File: config.mk
export PLATFORM = sky130hd
export DESIGN_NAME = sdram_arbiter
export DESIGN_NICKNAME = d
export VERILOG_FILES = /design/src/rtl/sdram_arb_pkg.sv /design/src/rtl/sdram_arbiter_rr_arbiter.sv /design/src/rtl/sdram_arbiter.sv
export SDC_FILE = /design/constraint.sdc
export NUM_CORES = 1
export LEC_CHECK = 0
export BUFFER_PORTS_ARGS = -buffer_cell sky130_fd_sc_hd__buf_4
export CORE_AREA = 2 2 102 104
export CTS_BUF_LIST = sky130_fd_sc_hd__clkbuf_8
export DETAILED_ROUTE_END_ITERATION = 7
export DIE_AREA = 0 0 104 106
export GPL_TIMING_DRIVEN = 0
export PLACE_DENSITY = 0.74
export SYNTH_ARGS = -nofsm -noshare
export SYNTH_HDL_FRONTEND = slang
export SYNTH_SLANG_ARGS = --single-unit
File: constraint.sdc
create_clock -name clk -period 2.2 [get_ports clk]
set_input_delay 0.11 -clock clk [delete_from_list [all_inputs] [get_ports clk]]
set_output_delay 0.11 -clock clk [all_outputs]
set_load 0.02 [all_outputs]
File: src/rtl/sdram_arb_pkg.sv
// Shared types and width helpers for the SDRAM round-robin arbiter.
package sdram_arb_pkg;

  typedef enum logic [1:0] {IDLE, ISSUE, WAIT_RD} state_t;

  localparam int unsigned DEF_ADDRESSWIDTH    = 25;
  localparam int unsigned DEF_DATAWIDTH       = 32;
  localparam int unsigned DEF_BYTEENABLEWIDTH = 4;
  localparam int unsigned DEF_NUM_REQ         = 2;
  localparam int unsigned DEF_RD_TIMEOUT      = 255;

  // Index width that stays legal for a single-entry vector.
  function automatic int unsigned idx_w(int unsigned n);
    return (n > 1) ? $clog2(n) : 1;
  endfunction

  localparam int unsigned PTR_W = idx_w(DEF_NUM_REQ);
  localparam int unsigned CNT_W = $clog2(DEF_RD_TIMEOUT + 1);

endpackage

File: src/rtl/sdram_arbiter_rr_arbiter.sv
// Combinational round-robin pick: first active request after the pointer, wrapping.
module rr_arbiter
  import sdram_arb_pkg::*;
#(
  parameter int unsigned NumReq = DEF_NUM_REQ,
  parameter int unsigned PtrW   = idx_w(NumReq)
) (
  input  logic [NumReq-1:0] req_i,
  input  logic [PtrW-1:0]   ptr_i,
  output logic [PtrW-1:0]   winner_o,
  output logic              any_req_o
);

  int unsigned idx;

  always_comb begin
    winner_o  = '0;
    any_req_o = 1'b0;
    idx       = 0;
    for (int unsigned k = 1; k <= NumReq; k++) begin
      idx = (32'(ptr_i) + k) % NumReq;
      if (!any_req_o && req_i[idx]) begin
        any_req_o = 1'b1;
        winner_o  = PtrW'(idx);
      end
    end
  end

endmodule

File: src/rtl/sdram_arbiter.sv
// Shares one Avalon-MM SDRAM master port between NUM_REQ requesters, one command at a time.
module sdram_arbiter
  import sdram_arb_pkg::*;
#(
  parameter int unsigned ADDRESSWIDTH    = DEF_ADDRESSWIDTH,
  parameter int unsigned DATAWIDTH       = DEF_DATAWIDTH,
  parameter int unsigned BYTEENABLEWIDTH = DEF_BYTEENABLEWIDTH,
  parameter int unsigned NUM_REQ         = DEF_NUM_REQ,
  parameter int unsigned RD_TIMEOUT      = DEF_RD_TIMEOUT
) (
  input  logic                               clk,
  input  logic                               reset_n,
  input  logic [NUM_REQ*ADDRESSWIDTH-1:0]    req_address,
  input  logic [NUM_REQ-1:0]                 req_read,
  input  logic [NUM_REQ-1:0]                 req_write,
  input  logic [NUM_REQ*DATAWIDTH-1:0]       req_writedata,
  input  logic [NUM_REQ*BYTEENABLEWIDTH-1:0] req_byteenable,
  output logic [NUM_REQ-1:0]                 req_waitrequest,
  output logic [DATAWIDTH-1:0]               req_readdata,
  output logic [NUM_REQ-1:0]                 req_readdatavalid,
  output logic [ADDRESSWIDTH-1:0]            address,
  output logic                               read_n,
  output logic                               write_n,
  output logic [BYTEENABLEWIDTH-1:0]         byteenable,
  output logic [DATAWIDTH-1:0]               writedata,
  input  logic                               waitrequest,
  input  logic [DATAWIDTH-1:0]               readdata,
  input  logic                               readdatavalid,
  output logic                               error
);

  localparam int unsigned PtrW = idx_w(NUM_REQ);
  localparam int unsigned CntW = $clog2(RD_TIMEOUT + 1);

  state_t                     state_q, state_d;
  logic [PtrW-1:0]            grant_q, grant_d, ptr_q, ptr_d, winner;
  logic [ADDRESSWIDTH-1:0]    addr_q, addr_d;
  logic [BYTEENABLEWIDTH-1:0] be_q, be_d;
  logic [DATAWIDTH-1:0]       wdata_q, wdata_d;
  logic                       read_n_q, read_n_d, write_n_q, write_n_d;
  logic                       error_q, error_d, any_req;
  logic [CntW-1:0]            cnt_q, cnt_d;

  rr_arbiter #(
    .NumReq(NUM_REQ),
    .PtrW  (PtrW)
  ) u_rr (
    .req_i    (req_read | req_write),
    .ptr_i    (ptr_q),
    .winner_o (winner),
    .any_req_o(any_req)
  );

  always_comb begin
    state_d           = state_q;
    grant_d           = grant_q;
    ptr_d             = ptr_q;
    addr_d            = addr_q;
    be_d              = be_q;
    wdata_d           = wdata_q;
    read_n_d          = read_n_q;
    write_n_d         = write_n_q;
    error_d           = error_q;
    cnt_d             = cnt_q;
    req_waitrequest   = '1;
    req_readdatavalid = '0;
    unique case (state_q)
      IDLE: begin
        if (any_req) begin
          req_waitrequest[winner] = 1'b0;
          grant_d = winner;
          ptr_d   = winner;
          addr_d  = req_address[winner*ADDRESSWIDTH +: ADDRESSWIDTH];
          be_d    = req_byteenable[winner*BYTEENABLEWIDTH +: BYTEENABLEWIDTH];
          wdata_d = req_writedata[winner*DATAWIDTH +: DATAWIDTH];
          // Read and write together is malformed; the write wins and it is flagged.
          if (req_write[winner]) begin
            write_n_d = 1'b0;
            if (req_read[winner]) error_d = 1'b1;
          end else begin
            read_n_d = 1'b0;
          end
          state_d = ISSUE;
        end
      end
      ISSUE: begin
        if (!waitrequest) begin
          read_n_d  = 1'b1;
          write_n_d = 1'b1;
          if (!read_n_q) begin
            state_d = WAIT_RD;
            cnt_d   = '0;
          end else begin
            state_d = IDLE;
          end
        end
      end
      WAIT_RD: begin
        if (readdatavalid) begin
          req_readdatavalid[grant_q] = 1'b1;
          state_d = IDLE;
        end else begin
          cnt_d = cnt_q + CntW'(1);
          if (32'(cnt_q) + 32'd1 >= RD_TIMEOUT) begin
            error_d = 1'b1;
            state_d = IDLE;
          end
        end
      end
      default: state_d = IDLE;
    endcase
    // Data with no read outstanding (including one orphaned by reset) is dropped.
    if (readdatavalid && (state_q != WAIT_RD)) error_d = 1'b1;
  end

  always_ff @(posedge clk or negedge reset_n) begin
    if (!reset_n) begin
      state_q   <= IDLE;
      grant_q   <= '0;
      ptr_q     <= PtrW'(NUM_REQ - 1);
      addr_q    <= '0;
      be_q      <= '0;
      wdata_q   <= '0;
      read_n_q  <= 1'b1;
      write_n_q <= 1'b1;
      error_q   <= 1'b0;
      cnt_q     <= '0;
    end else begin
      state_q   <= state_d;
      grant_q   <= grant_d;
      ptr_q     <= ptr_d;
      addr_q    <= addr_d;
      be_q      <= be_d;
      wdata_q   <= wdata_d;
      read_n_q  <= read_n_d;
      write_n_q <= write_n_d;
      error_q   <= error_d;
      cnt_q     <= cnt_d;
    end
  end

  assign address      = addr_q;
  assign byteenable   = be_q;
  assign writedata    = wdata_q;
  assign read_n       = read_n_q;
  assign write_n      = write_n_q;
  assign error        = error_q;
  assign req_readdata = readdata;

endmodule

==> metrics.cfg <==
[power]
peakVddDrop_v = 0.000726
leakage_uw = 0.00356
p_per_area_nw_per_um2 = 1140
internal_power_uw = 4550
power.switching_uw = 3410
seqPwrFrac_pct = 31.6
combPwrFrac_pct = 54.8
clkPwrFrac_pct = 13.6
switching_share_pct = 42.9
finalPower_uw = 7960

[synth]
async_flop_share_pct = 100
synth_top_area_share_pct = 50.3
syn-num-nets = 559
synthXorXnorAreaFrac_pct = 0
synth_area_um2 = 3630
synth-simple-area-share_pct = 18.6
yosysTopAreaCell = dfrtp_1
synth_ff_type = dfrtp_1
synth_common_cells = nand2_1 (133), dfrtp_1 (73), a22oi_1 (61), buf_4 (37)
synth_compound_area_share_pct = 18.0
synthMostInstantiatedCell = nand2_1
synth_top_family_by_area = simple AND/OR/NAND/NOR gates
synth_edf_count = 0
synthAdderAreaFrac_pct = 0.689
syn_inst = 395
ys_seq_area_share_pct = 52.5
yosysUniqueCellTypes = 29
ys_ff_latch = 76
avgSynthCellArea_um2 = 9.20
synth_mux_area_share_pct = 0
yosysWarnings = 0
synth_area_leaders = dfrtp_1 (50%), nand2_1 (14%), a22oi_1 (13%), buf_4 (7.6%), dfstp_2 (2.2%)

[critical_path]
reg2reg_from = ptr_q
crit_path_end_kind = flop
r2r-end = address[8]
critical_path_arrival_ns = 2.40
ff2ff_path_depth = 7
crit_path_max_fanout = 10
path_class = reg -> reg
r2r_slack_ns = 0.08
setup.worst_path.start_class = flop
cp.required_ns = 2.49

[global_route]
grt_max_degree = 77
grt_pass1_wl_um = 23200
grt_antenna_before_repair = 0
grt_pass1_vias = 4722
gr-total-overflow = 0
track_usage_pct = 26.5

[clocking]
cts_sinks = 76
numCtsBuffers = 9
cts_tree = built
ctsHtreeMaxLevel = 3
root_buffer = clkbuf_8
post_cts_buffers = 0
clk_pin_slew_worst_paths_ns = 0.08
clk_latency_ns = 0.35
cts.path.max_buffers = 2

[sta]
drv_slew = 0
worst_pin_slew_ns = 0.949
fin_skew_ns = 0.00869
clock.fmax_mhz = 472
finalCritPeriodShare_pct = 96.3
setup_ws_ns = 0.0811
setup_viol = 0
hold_violations = 0
relSlewSlack_pct = 36.8
fin_crit_ns = 2.12

[drt]
vias = 4402
drcViolationCount = 0
routedWlPerCell_um = 16.4
drt-pass1-iter-count = 5
wirelength_um = 14700
via_per_inst = 4.90
drt_iter0_drc = 214
ant_nets = 0

[outcome]
status = complete, no violations

[die]
pin_count = 262
num_rows = 37
die_h_um = 106
die_area_um2 = 11000
die_x_um = 104
core_area_um2 = 10000
start_util_pct = 36.3

[layout]
final-instance-count-excl-fill = 898
area_delta_synth_final_pct = 91.7
final_area_um2 = 6960
nets = 921
drive_gt1_share_pct = 39.2
fill_cells = 735
antenna_cells = 0

[min_path]
min_path_type = in -> reg
min_to = writedata[26]
holdPathStages = 3
worstHoldStart = req_writedata[26]

[place]
place_hpwl_um = 8750
preCtsSetupSlack_ns = 0.199
placed_cell_area_um2 = 5520
io_buffers = 229
placed_cells = 760
place.gp.congestion = 0.833

[run]
maxCapViolCount = 0

cell usage in the layout, fill, tap and decap left out, types with 2 or more instances in the layout:
cell type and instances:
ha_1 2, nand2_1 133, nor3_1 3, nand2b_1 3
nand4_1 2, o31ai_1 3, o21ai_1 7, o21ai_0 10
o21bai_1 2, nand3_1 4, a21oi_1 3, and3_1 3
nor2_1 7, dfstp_2 3, a31oi_1 4, buf_4 266
dlygate4sd3_1 123, clkinvlp_4 3, and2_1 3, clkbuf_8 10
inv_1 8, a22oi_1 61, buf_2 9, dfrtp_1 73
clkbuf_1 4, nor2b_1 2
worst max-delay path by stage:
stage                           from                 end  slack, ns  cells after the start
after floorplan             cnt_q[0]               error       0.41                      7
after global placement      cnt_q[0]               error       0.27                      7
after detailed placement       ptr_q  req_waitrequest[0]       0.20                      6
after CTS                      ptr_q          address[9]       0.02                      8
after global routing      state_q[1]          address[5]      -0.01                      7
final                          ptr_q          address[8]       0.08                      7
registers in the layout, summed over array words and instances, names as in the netlist:
name        cells
write_n         1
read_n          1
ptr_q           1
address        25
grant_q         1
state_q         2
byteenable      4
cnt_q           8
error           1
writedata      32
routing by layer:
metal,routed length (µm),global-route usage [%],share of wire [%],vias up
li1,-,-,-,2044
met1,5530,29.7,38,2105
met2,7720,48.0,53,210
met3,922,5.58,6.3,43
met4,524,12.5,3.6,0
met5,0,0,0,-
cell families (layout without fill, tap and decap cells):
kind of cell / after synthesis / in the layout
fa+ha+maj: 2 / 2
compound gates: 93 / 93
simple gates: 165 / 165
buf+inv: 59 / 426
flops: 76 / 76
worst max-delay path, stage by stage, from the launching register on:
cell           delay (ns)
dfstp_2              0.58
o21ai_1              0.10
nor2b_2              0.18
nor2_4               0.22
clkbuf_4             0.27
a22oi_1              0.08
nand2_1              0.08
dlygate4sd3_1        0.55
repair_timing:
action                                  CTS  global route
endpoints found under the hold margin   136             0
pin swaps                                 0             1
resized for setup                         2             4
endpoints found under the setup margin    1             5
hold buffers                            123             0
power by group through the flow:
stage / Clock, µW / Combinational (µW) / Sequential, µW
finish: 1080 / 4360 / 2510
global route: 1180 / 4710 / 2580
CTS: 1110 / 4290 / 2480
detailed placement: 0 / 4030 / 2480
global placement: 0 / 3920 / 2480
floorplan: 0 / 1660 / 3120
stage by stage:
stage / TNS [ns] / hold WS, ns / utilization (%)
6_report: 0 / 0.0253 / 69.6
5_1_grt: -0.0245 / 0.0209 / 69.6
4_1_cts: 0 / 0.000690 / 69.6
3_5_place_dp: 0 / 0.305 / 55.2
3_3_place_gp: 0 / 0.298 / 55.2
2_1_floorplan: 0 / -0.186 / -
final cells by class:
type	instances	area (µm²)	area share (%)
Timing Repair Buffer	352	2950	42.4
Sequential cell	76	1910	27.4
Multi-Input combinational cell	260	1360	19.6
Buffer	51	345	4.96
Tap cell	136	170	2.44
Clock buffer	10	138	1.98
Clock inverter	6	65.1	0.934
Inverter	7	26.3	0.377
Note: power is estimated with default switching activity, not from simulation.
